**config.mk**
```make
export PLATFORM = sky130hd
export DESIGN_NAME = fetch_queue
export DESIGN_NICKNAME = d
export VERILOG_FILES = /design/src/rtl/fetch_queue.sv
export SDC_FILE = /design/constraint.sdc
export NUM_CORES = 1
export LEC_CHECK = 0
export CORE_UTILIZATION = 45
export DETAILED_ROUTE_END_ITERATION = 12
export GPL_TIMING_DRIVEN = 1
export PLACE_DENSITY = 0.68
export SETUP_SLACK_MARGIN = 0.5
export SLEW_MARGIN = 20
export SYNTH_ARGS = -nofsm -noshare
export SYNTH_HDL_FRONTEND = slang
export SYNTH_SLANG_ARGS = --single-unit
```
**constraint.sdc**
```tcl
create_clock -name clk -period 3 [get_ports clk]
set_input_delay 0.3 -clock clk [delete_from_list [all_inputs] [get_ports clk]]
set_output_delay 0.3 -clock clk [all_outputs]
set_load 0.01 [all_outputs]
```
**src/rtl/fetch_queue.sv**
```systemverilog
// fetch_queue
//
// Instruction fetch stage that feeds decode. It owns the program counter and
// issues in-order word reads to instruction memory. Returned words are paired
// with the PC of their request and held in a small prefetch FIFO that decode
// drains. A redirect flushes everything buffered, remembers how many in-flight
// responses must be thrown away, and restarts fetch at the new target.
//
// Ports:
//   clk, rst           clock (rising edge) and asynchronous active-high reset
//   redirect           flush and restart fetch at redirect_pc
//   redirect_pc        new fetch address, low two bits ignored
//   imem_req_valid     fetch request valid toward instruction memory
//   imem_req_ready     memory accepts the request this cycle
//   imem_req_addr      word-aligned fetch address
//   imem_resp_valid    read data returned (in request order)
//   imem_resp_data     returned instruction word
//   instr_valid        FIFO head valid toward decode
//   instr_ready        decode consumes the head this cycle
//   instr, instr_pc    head instruction word and its PC
module fetch_queue #(
  parameter int                    DATA_WIDTH = 32,
  parameter logic [DATA_WIDTH-1:0] RESET_PC   = '0,
  parameter int                    DEPTH      = 4
) (
  input  logic                  clk,
  input  logic                  rst,
  input  logic                  redirect,
  input  logic [DATA_WIDTH-1:0] redirect_pc,
  output logic                  imem_req_valid,
  input  logic                  imem_req_ready,
  output logic [DATA_WIDTH-1:0] imem_req_addr,
  input  logic                  imem_resp_valid,
  input  logic [DATA_WIDTH-1:0] imem_resp_data,
  output logic                  instr_valid,
  input  logic                  instr_ready,
  output logic [DATA_WIDTH-1:0] instr,
  output logic [DATA_WIDTH-1:0] instr_pc
);

  localparam int PW = $clog2(DEPTH);
  localparam int CW = PW + 1;

  logic [DATA_WIDTH-1:0] fetch_pc;

  logic [DATA_WIDTH-1:0] fifo_pc   [DEPTH];
  logic [DATA_WIDTH-1:0] fifo_word [DEPTH];
  logic [PW-1:0]         rd_ptr;
  logic [PW-1:0]         wr_ptr;
  logic [CW-1:0]         count;

  logic [DATA_WIDTH-1:0] addr_q [DEPTH];
  logic [PW-1:0]         aq_rd;
  logic [PW-1:0]         aq_wr;

  logic [CW-1:0] pending;
  logic [CW-1:0] discard;
  logic [CW-1:0] pending_nxt;
  logic [CW-1:0] discard_nxt;

  logic [CW+1:0] credits_used;
  logic          req_fire;
  logic          resp_known;
  logic          resp_drop;
  logic          resp_push;
  logic          pop;
  logic          unused_redirect_bits;

  assign unused_redirect_bits = ^redirect_pc[1:0];

  // Every buffered word and every outstanding response holds one credit, so
  // a new request is only issued when it is guaranteed a FIFO slot.
  assign credits_used   = {2'b00, count} + {2'b00, pending} + {2'b00, discard};
  assign imem_req_valid = !rst && !redirect && (credits_used < (CW+2)'(DEPTH));
  assign imem_req_addr  = fetch_pc;
  assign req_fire       = imem_req_valid && imem_req_ready;

  // A response with nothing outstanding is a protocol error and is ignored.
  // Responses that arrive during a redirect, or while stale ones are still
  // owed, are dropped instead of buffered.
  assign resp_known = imem_resp_valid && (pending != '0 || discard != '0);
  assign resp_drop  = resp_known && (redirect || discard != '0);
  assign resp_push  = resp_known && !resp_drop;
  assign pop        = instr_valid && instr_ready && !redirect;

  assign instr_valid = (count != '0);
  assign instr       = instr_valid ? fifo_word[rd_ptr] : '0;
  assign instr_pc    = instr_valid ? fifo_pc[rd_ptr]   : '0;

  // Program counter: a redirect always wins, otherwise advance one word per
  // accepted request, wrapping naturally at the top of the address space.
  always_ff @(posedge clk or posedge rst) begin
    if (rst) begin
      fetch_pc <= RESET_PC;
    end else if (redirect) begin
      fetch_pc <= {redirect_pc[DATA_WIDTH-1:2], 2'b00};
    end else if (req_fire) begin
      fetch_pc <= fetch_pc + DATA_WIDTH'(4);
    end
  end

  // Outstanding-response bookkeeping. On a redirect every pending response
  // becomes one to discard, less any response consumed in that same cycle.
  // Otherwise a response retires a discard first, then a pending request.
  always_comb begin
    pending_nxt = pending;
    discard_nxt = discard;
    if (redirect) begin
      pending_nxt = '0;
      discard_nxt = discard + pending - CW'(resp_known);
    end else begin
      if (resp_known) begin
        if (discard != '0) begin
          discard_nxt = discard - CW'(1);
        end else begin
          pending_nxt = pending - CW'(1);
        end
      end
      if (req_fire) begin
        pending_nxt = pending_nxt + CW'(1);
      end
    end
  end

  always_ff @(posedge clk or posedge rst) begin
    if (rst) begin
      pending <= '0;
      discard <= '0;
    end else begin
      pending <= pending_nxt;
      discard <= discard_nxt;
    end
  end

  // Address queue pointers. The queue is not flushed on redirect because
  // dropped responses still have to retire their PC entries in order.
  always_ff @(posedge clk or posedge rst) begin
    if (rst) begin
      aq_rd <= '0;
      aq_wr <= '0;
    end else begin
      if (req_fire) begin
        aq_wr <= aq_wr + PW'(1);
      end
      if (resp_known) begin
        aq_rd <= aq_rd + PW'(1);
      end
    end
  end

  // Address queue storage: needs no reset, it is only read behind aq_rd.
  always_ff @(posedge clk) begin
    if (req_fire) begin
      addr_q[aq_wr] <= fetch_pc;
    end
  end

  // Prefetch FIFO control. A simultaneous push and pop leaves the count
  // unchanged; a redirect empties the FIFO regardless of any pop.
  always_ff @(posedge clk or posedge rst) begin
    if (rst) begin
      rd_ptr <= '0;
      wr_ptr <= '0;
      count  <= '0;
    end else if (redirect) begin
      rd_ptr <= '0;
      wr_ptr <= '0;
      count  <= '0;
    end else begin
      if (resp_push) begin
        wr_ptr <= wr_ptr + PW'(1);
      end
      if (pop) begin
        rd_ptr <= rd_ptr + PW'(1);
      end
      if (resp_push && !pop) begin
        count <= count + CW'(1);
      end else if (pop && !resp_push) begin
        count <= count - CW'(1);
      end
    end
  end

  // FIFO storage: each word is stored next to the PC its request carried.
  always_ff @(posedge clk) begin
    if (resp_push) begin
      fifo_pc[wr_ptr]   <= addr_q[aq_rd];
      fifo_word[wr_ptr] <= imem_resp_data;
    end
  end

  // A response with no outstanding request means the memory broke protocol.
  property p_no_orphan_resp;
    @(posedge clk) disable iff (rst)
      imem_resp_valid |-> (pending != '0 || discard != '0);
  endproperty
  a_no_orphan_resp: assert property (p_no_orphan_resp);

endmodule

```
# [Word-level counts from Yosys, hierarchy flattened]
# Memory sizes are Yosys's and may differ from the RTL's.
# Cells that the tools add are included.
[op_classes] n_addsub=14 n_lt_le_gt_ge=1 muxes=23 reduce_logical=27
[op_table] op="two-way mux 32 bit" n=4
[op_table] op="two-way mux 3 bit" n=11
[op_table] op="adder 32 x 3 -> 32 bit, second input constant" n=1
[op_table] op="nonzero test 3 bit" n=4
[op_table] op="logical AND 1 bit" n=10
[op_table] op="nonzero test 2 bit" n=5
[op_table] op="subtractor 3 x 1 -> 3 bit, second input constant" n=3
[op_table] op="adder 2 x 1 -> 2 bit, second input constant" n=4
[op_table] op="two-way mux 2 bit" n=4
[op_table] op="adder 3 x 1 -> 3 bit, second input constant" n=2
[op_table] op="adder 4 x 3 -> 5 bit" n=1
[op_table] op="logical NOT 1 bit" n=5
[op_table] op="less-than comparator 5 x 3 -> 1 bit, second input constant" n=1
[op_table] op="adder 3 x 3 -> 4 bit" n=1
[op_table] op="two-way mux 1 bit" n=4
[op_table] op="adder 3 bit" n=1
[op_table] op="subtractor 3 x 1 -> 3 bit" n=1
[op_table] op="logical OR 1 bit" n=2
[op_table] op="AND reduction 2 bit" n=1
[word_totals] ff_bits=49 ram_bits=384 inputBits=70 out_inout_bits=98 word_cells=76 n_memories=3
[memory_table] name="addr_q" words=4 width=32 read_ports=1 rd_clocked_by_memory_dff=0 write_ports=1 line_no="52" source="logic [DATA_WIDTH-1:0] addr_q [DEPTH];"
[memory_table] name="fifo_pc" words=4 width=32 read_ports=1 rd_clocked_by_memory_dff=0 write_ports=1 line_no="46" source="logic [DATA_WIDTH-1:0] fifo_pc [DEPTH];"
[memory_table] name="fifo_word" words=4 width=32 read_ports=1 rd_clocked_by_memory_dff=0 write_ports=1 line_no="47" source="logic [DATA_WIDTH-1:0] fifo_word [DEPTH];"

# [Logic depth before layout (Yosys ltp)]
[logic_depth] word_depth=11 depth_mapped=12 depth_no_buf=12

# [Least setup slack after synthesis]
# No wires, ideal clock.
[synth_path] path_type="reg-to-reg" startpoint="register discard[0]" endpoint="memory fifo_pc[0][10] (enable)" arrival_time_ns=2.809 path_slack_ns=-0.235 path_stages_with_launch=7 synth_period_minus_slack_ns=3.235 cell_sequence="dfrtp_1 inv_1 ha_1 nor2b_1 nand3_1 nor2_1 and2_1"
[synth_via] elab_chain_len=8
[synth_rtl] item="start, declared" line_no="57" source="logic [CW-1:0] discard;"
[synth_rtl] item="start signal, assigned" line_no="131" source="discard <= discard_nxt;"
[synth_rtl] item="nonzero test 3 bit *" line_no="81, 82"
[synth_rtl] item="logical OR 1 bit" line_no="81" source="assign resp_known = imem_resp_valid && (pending != '0 || discard != '0);"
[synth_rtl] item="logical AND 1 bit" line_no="81"
[synth_rtl] item="logical AND 1 bit" line_no="82" source="assign resp_drop = resp_known && (redirect || discard != '0);"
[synth_rtl] item="logical NOT 1 bit" line_no="83" source="assign resp_push = resp_known && !resp_drop;"
[synth_rtl] item="logical AND 1 bit *" line_no="83"
[synth_rtl] item="two-way mux 1 bit *" line_no="186" source="if (resp_push) begin"
[synth_rtl] item="two-way mux 1 bit (implied by the code) *" line_no="187" source="fifo_pc[wr_ptr] <= addr_q[aq_rd];"
[synth_rtl] item="end, declared" line_no="46"
# Mark *: on every way between the ends. The rest lies on a longest branch, timed or not.

# [Worst setup path in the final report]
[layout_path] startpoint="register count[2]" endpoint="memory addr_q[0][24] (enable)"
[layout_via] elab_chain_len=7
[layout_rtl] item="start, declared" line_no="50" source="logic [CW-1:0] count;"
[layout_rtl] item="start signal, assigned" line_no="177" source="count <= count + CW'(1);"
[layout_rtl] item="start signal, assigned" line_no="179" source="count <= count - CW'(1);"
[layout_rtl] item="adder 3 x 3 -> 4 bit" line_no="73" source="assign credits_used = {2'b00, count} + {2'b00, pending} + {2'b00, discard};"
[layout_rtl] item="adder 4 x 3 -> 5 bit" line_no="73"
[layout_rtl] item="less-than comparator 5 x 3 -> 1 bit" line_no="74" source="assign imem_req_valid = !rst && !redirect && (credits_used < (CW+2)'(DEPTH));"
[layout_rtl] item="logical AND 1 bit" line_no="74"
[layout_rtl] item="logical AND 1 bit" line_no="76" source="assign req_fire = imem_req_valid && imem_req_ready;"
[layout_rtl] item="two-way mux 1 bit" line_no="153" source="if (req_fire) begin"
[layout_rtl] item="two-way mux 1 bit (implied by the code)" line_no="154" source="addr_q[aq_wr] <= fetch_pc;"
[layout_rtl] item="end, declared" line_no="52"
# Every way passes these cells.

==> results.sh <==
export IMPL_period_share=0.9702
export IMPL_hold_buffers=0
export IMPL_synth_ff_latch_count=415
export IMPL_crit_fanout=6
export IMPL_area_growth_syn_to_layout_pct=34.13
export IMPL_rsz0062_at_grt="true"
export IMPL_numCtsBuffers=43
export IMPL_cp_startpoint="count[2]"
export IMPL_clock_skew_ns=0.01617
export IMPL_portBuffers=161
export IMPL_row_count=70
export IMPL_p_int_w=0.01305
export IMPL_cts_path_max_buffers=3
export IMPL_cts_tree="done"
export IMPL_seqPwrFrac=0.393
export IMPL_vias_per_cell=5.589
export IMPL_fmax_mhz=343.6
export IMPL_track_usage=0.2057
export IMPL_tightestPinTransition_ns=0.7591
export IMPL_antenna_found_initial=0
export IMPL_firstDrtPassIters=5
export IMPL_power_frac_comb=0.335
export IMPL_ys_seq_area_frac=0.7243
export IMPL_synthTopCellsByCount="368 x edfxtp_1, 92 x mux4_2, 67 x and2_1, 47 x dfrtp_1, 31 x nand2_1"
export IMPL_netSwitchingFraction=0.2963
export IMPL_htreeDepth=2
export IMPL_synth_top_area_frac=0.6547
export IMPL_multi_input_area_um2=4846
export IMPL_r2r_start="count[2]"
export IMPL_initial_core_util=0.4589
export IMPL_power_w=0.01855
export IMPL_synth_compound_area_frac=0.03506
export IMPL_worstPathArrival_ns=3.17
export IMPL_worstPathRequired_ns=3.26
export IMPL_synth_most_common_cell="edfxtp_1"
export IMPL_grt_pass1_vias=9955
export IMPL_avgSynthCellArea_um2=18.76
export IMPL_overflow=0
export IMPL_crit_type="flop to flop"
export IMPL_async_flop_share=0.1133
export IMPL_hpwl_mm=22.61
export IMPL_synth_fa_ha_area_frac=0.02001
export IMPL_ir_drop_v=0.0005697
export IMPL_nNetsFinal=1304
export IMPL_setup_viol=0
export IMPL_synth_area_leaders="edfxtp_1 65%, mux4_2 12%, dfrtp_1 7.0%"
export IMPL_whs_ns=0.3580
export IMPL_clkSlewWorstSetupHoldPaths_ns=0.06
export IMPL_fin_crit_ns=2.910
export IMPL_outcome="completed"
export IMPL_grt_max_degree=51
export IMPL_clk_latency_ns=0.54
export IMPL_yosysUniqueCellTypes=60
export IMPL_antenna_left=0
export IMPL_hold_class="input port to flop"
export IMPL_ys_flop_type="edfxtp_1"
export IMPL_syn_area_um2=16880
export IMPL_die_h_um=195.7
export IMPL_hp_start="redirect_pc[8]"
export IMPL_coreArea_um2=36790
export IMPL_cts_sinks=415
export IMPL_power_density_nw_per_um2=819.1
export IMPL_wl_per_cell_um=23.14
export IMPL_syn_inst=900
export IMPL_ys_warn_count=0
export IMPL_synthSimpleGateAreaFrac=0.06790
export IMPL_first_iter_violations=539
export IMPL_hold_violations=0
export IMPL_final_max_slew_viol_count=0
export IMPL_vias=9579
export IMPL_end_kind="flop"
export IMPL_drc=0
export IMPL_die_x_um=195.7
export IMPL_synth_edff_count=368
export IMPL_nFillCells=2602
export IMPL_grt_pass1_wl_mm=59.19
export IMPL_place_congestion=0.8262
export IMPL_io_pins=168
export IMPL_wl_mm=39.67
export IMPL_cap_violations=0
export IMPL_start_kind="flop"
export IMPL_synth_area_leader_cell="edfxtp_1"
export IMPL_dieArea_um2=38290
export IMPL_root_buffer="clkbuf_16"
export IMPL_clkPwrFrac=0.272
export IMPL_p_switching_w=0.005494
export IMPL_p_leak_nw=7.922
export IMPL_synth_xor_xnor_area_share=0.008302
export IMPL_drive_above_1_share=0.3703
export IMPL_relSlewSlack=0.4932
export IMPL_synthMuxAreaShare=0.1251
export IMPL_synth_top_family_by_area="multiplexers"
export IMPL_seqCellArea_um2=12240
## layout make-up
class | count | area share
tap | 468 | 0.02586
inverter | 27 | 0.004587
timing repair buffer | 306 | 0.1556
multi-input combinational | 417 | 0.2140
sequential | 415 | 0.5404
antenna | 1 | 0.0001105
clock buffer | 48 | 0.04930
clock inverter | 32 | 0.01006
## layout by cell type (no fill, tap or decap), types with 21 or more instances in the layout
master           count
and2_4              28
nand2_1             29
buf_6               63
mux4_2              92
and2_1              37
buf_12              36
buf_4               51
dfrtp_1             44
clkbuf_16           46
clkdlybuf4s50_1     97
edfxtp_1           368
nor2_1              21
## power groups by stage
stage                     Sequential [W]  Clock (W)  Combinational [W]
after global placement           0.00741          0            0.00452
after detailed placement         0.00743          0            0.00458
after CTS                        0.00727    0.00514            0.00550
after global routing             0.00732    0.00536            0.00663
after floorplan                  0.00722          0            0.00278
final                            0.00728    0.00505            0.00621
## flip-flops by register name, summed over array words and instances, names as in the netlist
name	cells
addr_q	120
aq_rd	2
aq_wr	2
count	3
discard	3
fifo_pc	120
fifo_word	128
imem_req_addr	30
pending	3
rd_ptr	2
wr_ptr	2
## cells by family (layout without fill, tap and decap cells)
kind of cell               Yosys count  count (layout)
buffers and inverters               73             413
AOI/OAI and AO/OA                   75              76
DFF                                415             415
other                                1               5
xor gates and xnor gates            16              16
adders and majority gates           24              24
muxes                               96              96
and+or+nand+nor                    200             201
## stage by stage
step / cells / util / instance area (µm²) / setup WS, ns / setup TNS, ns
after CTS: 1689 / 0.6011 / 22110 / 0.1007 / 0
after global routing: 1713 / 0.6154 / 22640 / -0.001852 / -0.001918
after floorplan: 903 / - / 16990 / 0.4005 / 0
after global placement: 1532 / 0.5302 / 19500 / 0.1388 / 0
final: 1714 / 0.6155 / 22640 / 0.08950 / 0
after detailed placement: 1532 / 0.5302 / 19500 / 0.08746 / 0
## worst paths after layout
path	to	slack, ns	cells past startpoint
min in group asynchronous	imem_req_addr[12]	0.42	2
setup / recovery	addr_q[0][24]	0.09	11
setup reg to reg	addr_q[0][24]	0.09	11
max in group asynchronous	imem_req_addr[8]	1.96	3
hold / removal	imem_req_addr[8]	0.36	3
hold reg to reg	discard[2]	0.52	1
## layer usage
layer | share of wire | routed length, µm | track usage | up-vias
met1 | 0.41 | 16230 | 0.2695 | 4942
met3 | 0.062 | 2453 | 0.03438 | 71
li1 | - | - | - | 4236
met4 | 0.028 | 1098 | 0.06771 | 0
met5 | 0 | 0 | 0 | -
met2 | 0.50 | 19880 | 0.3513 | 330
## worst max-delay path, stage by stage (launching register included)
cell       delay, ns
dfrtp_1         0.36
inv_1           0.08
fa_1            0.54
inv_1           0.07
fa_2            0.39
nor3b_4         0.24
buf_4           0.16
o21ba_4         0.16
buf_12          0.14
and3_4          0.23
buf_12          0.13
clkbuf_16       0.14
## timing repair
action | in CTS | in global routing
endpoints found under the setup margin | 218 | 219
pin swaps | 31 | 43
cloned | 16 | 3
resized for setup | 273 | 151
buffers inserted | 61 | 21
Power figures use the tool's default switching activity.
==> edit 1: new RTL, config.mk and constraints unchanged <==
Set the parameter `DATA_WIDTH` to 40 (it was 32).
--- a/src/rtl/fetch_queue.sv
+++ b/src/rtl/fetch_queue.sv
@@ -20,5 +20,5 @@
 //   instr, instr_pc    head instruction word and its PC
 module fetch_queue #(
-  parameter int                    DATA_WIDTH = 32,
+  parameter int                    DATA_WIDTH = 40,
   parameter logic [DATA_WIDTH-1:0] RESET_PC   = '0,
   parameter int                    DEPTH      = 4
Ports: changed (5 resized); port bits go from 168 to 208. The function was not compared with the original's and may differ.
==> edit 1 against the unedited design <==
The run now ends with setup timing left; total power is 40% higher; sequential cell count is 104 higher; synthesized area is 24% higher; cell count is 27% higher; design area is 28% higher; routed wire length is 37% higher; worst setup slack worse by 0.18 ns; critical path type unchanged.
==> edit 1: results (changes against the unedited design) <==
status=finished, violations left (was completed); failing checks=setup timing; Fill cells=3112 (was 2602); diode count=0 (was 1); share of layout cells above drive strength 1=41.3% (was 37.0%); Net Sw Frac=29.1% (was 29.6%); final std cells w/o fill=2171 (was 1714); area of the mapped netlist=0.0210 mm^2 (was 0.0169 mm^2); initial DRC count=1182 (was 539); CTS buffer count=52 (was 43); # resized after CTS=492 (was 273); Multi-input gate area=0.00604 mm^2 (was 0.00485 mm^2); register share of total power=35.2% (was 39.3%); RePlAce Congestion=0.804 (was 0.826); global-route wire length before repair=77500 um (was 59200 um); synth cell count leaders=464 x edfxtp_1, 116 x mux4_2, 84 x and2_1 (was 368 x edfxtp_1, 92 x mux4_2, 67 x and2_1); Seq/Total Area, Yosys=72.9% (was 72.4%); ClkCell Share=5.77% (was 5.94%); Max VDD drop=0.833 mV (was 0.570 mV); postcts setup bufs=78 (was 61); final worst slack=-0.0947 ns (was 0.0895 ns); crit path max fanout=19 (was 6); vias in the first global route=12200 (was 9955); hold endpoint=imem_req_addr[20]$_DFFE_PP0P_ (was imem_req_addr[8]$_DFFE_PP0P_); leakage=10.2 nW (was 7.92 nW); Post-Synth XOR/XNOR Area=0.625% (was 0.830%); reg2reg end=addr_q[2][5]$_DFFE_PP_ (was addr_q[0][24]$_DFFE_PP_); Mean Syn Cell Area=18.7 um^2 (was 18.8 um^2); HPWL Detailed=30200 um (was 22600 um); wire per inst=25.0 um (was 23.1 um); top area cells in the synthesized netlist=edfxtp_1 66%, mux4_2 12%, dfrtp_1 6.5% (was edfxtp_1 65%, mux4_2 12%, dfrtp_1 7.0%); Num Clock Sinks=519 (was 415); Sum Neg Setup Slack=-3.70 ns (was 0 ns); Netlist cell types=61 (was 60); Final #Nets=1638 (was 1304); Setup-failing EPs final=81 (was 0); largest net degree at the start of global routing=33 (was 51); clock skew=0.0211 ns (was 0.0162 ns); Worst Path Arrival=3.39 ns (was 3.17 ns); Worst slew margin=50.0% (was 49.3%); Psw=7.55 mW (was 5.49 mW); placed insts=1941 (was 1532); Non-clk bufs=405 (was 306); Layout clock buffers=60 (was 48); vias per inst=5.66 (was 5.59); clock share of power=24.5% (was 27.2%); largest registers=fifo_word x160, addr_q x152, fifo_pc x152 (was fifo_word x128, addr_q x120, fifo_pc x120); clk_lat worst skew=0.59 ns (was 0.54 ns); Layout non-clock buf frac=17.4% (was 15.6%); fin area=0.0289 mm^2 (was 0.0226 mm^2); Non-CTS inverters=32 (was 27); HP Start=redirect (was redirect_pc[8]); Post-Place Setup Slack=-0.161 ns (was 0.0875 ns); adder-cell share of the synthesized area=1.61% (was 2.00%); Multi-In Gates=518 (was 417); # port buffers=201 (was 161); Compound-Gate Fraction of Synth Area=3.11% (was 3.51%)
[edit 1: cell count changes in the layout (fill, tap and decap cells not counted), moves of 8 or more]
| cell | before | now |
|---|---|---|
| dfrtp_1 | 44 | 52 |
| buf_6 | 63 | 119 |
| and2_4 | 28 | 72 |
| buf_8 | 3 | 16 |
| clkbuf_2 | 12 | 0 |
| nand2_1 | 29 | 51 |
| clkbuf_16 | 46 | 62 |
| clkdlybuf4s50_1 | 97 | 120 |
| o211ai_1 | 3 | 12 |
| mux4_2 | 92 | 116 |
| buf_12 | 36 | 52 |
| edfxtp_1 | 368 | 464 |
| and2_1 | 37 | 12 |
[edit 1: routing by layer]
layer | part of all wire, % | GRT usage (%) | vias up | wire length [um]
met5 | 0 | 0 | - | 0
li1 | - | - | 5311 | -
met1 | 40 | 30.8 | 6380 | 21800
met4 | 2.4 | 6.13 | 0 | 1290
met3 | 6.7 | 3.70 | 87 | 3630
met2 | 51 | 36.7 | 512 | 27400
==> edit 2: new RTL, config.mk and constraints unchanged <==
Made on the original files. Reset style: synchronous (`rst`), changed in 4 clocked blocks. Comments in the files are not updated.
--- a/src/rtl/fetch_queue.sv
+++ b/src/rtl/fetch_queue.sv
@@ -90,5 +90,5 @@
   // Program counter: a redirect always wins, otherwise advance one word per
   // accepted request, wrapping naturally at the top of the address space.
-  always_ff @(posedge clk or posedge rst) begin
+  always_ff @(posedge clk) begin
     if (rst) begin
       fetch_pc <= RESET_PC;
@@ -123,5 +123,5 @@
   end
 
-  always_ff @(posedge clk or posedge rst) begin
+  always_ff @(posedge clk) begin
     if (rst) begin
       pending <= '0;
@@ -135,5 +135,5 @@
   // Address queue pointers. The queue is not flushed on redirect because
   // dropped responses still have to retire their PC entries in order.
-  always_ff @(posedge clk or posedge rst) begin
+  always_ff @(posedge clk) begin
     if (rst) begin
       aq_rd <= '0;
@@ -158,5 +158,5 @@
   // Prefetch FIFO control. A simultaneous push and pop leaves the count
   // unchanged; a redirect empties the FIFO regardless of any pop.
-  always_ff @(posedge clk or posedge rst) begin
+  always_ff @(posedge clk) begin
     if (rst) begin
       rd_ptr <= '0;
Behaviour: differs if rst is asserted again (counterexample within 4 cycles, from zero or initial values and one cycle with rst high); with rst held inactive, the same outputs for 4 cycles.
==> edit 2 against the unedited design <==
The run now ends with setup timing left; via count rose by 1.8%; worst setup slack got worse by 0.16 ns; synthesized area fell by 0.78%; routed wire length fell by 3.3%; sequential cell count rose by 4; die area fell by 0.77%; design area rose by 1.2%; global-route usage fell by 0.34 points; non-clock buffer count rose by 16; utilization rose by 1.0 points; critical path depth rose by 1; critical endpoint is now addr_q[0][16]$_DFFE_PP_.
Power is not compared: it rests on default switching activity, and its combinational part moved more than twofold at a synthesized area within 25%.
==> edit 2: results (changes against the unedited design) <==
placed insts=1576 (was 1532); Post-Place Setup Slack=-0.00166 ns (was 0.0875 ns); top area cells in the synthesized netlist=edfxtp_1 66%, mux4_2 12%, dfxtp_1 6.1% (was edfxtp_1 65%, mux4_2 12%, dfrtp_1 7.0%); Worst path max stage delay=0.49 ns (was 0.54 ns); final worst slack=-0.0680 ns (was 0.0895 ns); failing checks=setup timing; crit path max fanout=20 (was 6); via count=9753 (was 9579); Netlist cell types=53 (was 60); RePlAce Congestion=0.859 (was 0.826); CP max stage cell=fa_2 (was fa_1); diode count=0 (was 1); CTS buffer count=42 (was 43); largest net degree at the start of global routing=63 (was 51); Post-Route WL=38400 um (was 39700 um); Mean Syn Cell Area=17.8 um^2 (was 18.8 um^2); routing usage on met3=3.09% (was 3.44%); Seq/Total Area, Yosys=72.1% (was 72.4%); Fill cells=2552 (was 2602); WHS=0.336 ns (was 0.358 ns); status=finished, violations left (was completed); Worst slew margin=50.0% (was 49.3%); final std cells w/o fill=1759 (was 1714); Final #Nets=1356 (was 1304); Placed Area=0.0195 mm^2 (about the same); Sum Neg Setup Slack=-2.92 ns (was 0 ns); initial antenna violation count=1 (was 0); Setup-failing EPs final=82 (was 0); Worst Path Arrival=3.30 ns (was 3.17 ns)
[edit 2: cells by family after synthesis]
group,synth area share (%)
mux,12.7
simple gates,7.42
other cells,0.0224
flops,72.1
compound gates,3.16
xor+xnor,0.732
fa+ha+maj,2.09
buf+inv,1.81
[edit 2: power breakdown]
group / internal [mW] / switching [mW] / leakage [nW]
Sequential: 6.62 / 0.127 / 3.76
Clock: 2.93 / 2.10 / 0.627
Combinational: 0.848 / 0.795 / 3.36
[edit 2: layer usage]
metal	up-vias	routed length, um
li1	4355	-
met1	4972	16200
met2	356	19000
met3	70	2170
met4	0	945
met5	-	0
[edit 2: critical path, delay by kind of cell (launching register included)]
| kind | cells | cell delay, ns |
|---|---|---|
| AOI/OAI and AO/OA | 1 | 0.26 |
| adders and majority gates | 2 | 0.69 |
| buffers and inverters | 6 | 0.73 |
| DFF | 1 | 0.33 |
| and+or+nand+nor | 3 | 0.74 |
[edit 2: final cells by class]
type                       instances  area, um^2  area share (%)
timing repair buffer             322        3910            17.1
clock buffer                      56        1140            5.00
tap                              468         586            2.56
sequential                       419       12100            52.7
inverter                          26        97.6           0.426
multi-input combinational        450        4920            21.5
clock inverter                    18         170           0.743
[edit 2: worst paths after layout]
kind | from | endpoint | cells after the start
min | redirect_pc[22] | imem_req_addr[22]$_SDFFE_PP0P_ | 3
min reg2reg | wr_ptr[0]$_SDFFE_PP0P_ | wr_ptr[0]$_SDFFE_PP0P_ | 2
max reg2reg | pending[1]$_SDFF_PP0_ | addr_q[0][16]$_DFFE_PP_ | 12
max | pending[1]$_SDFF_PP0_ | addr_q[0][16]$_DFFE_PP_ | 12
[edit 2: what timing repair did]
action | CTS | global route
pin swaps | 44 | 55
resized for setup | 332 | 175
setup buffers | 69 | 23
setup endpoints to repair | 221 | 210
gates cloned | 17 | 0
hold endpoints to repair | 0 | 0
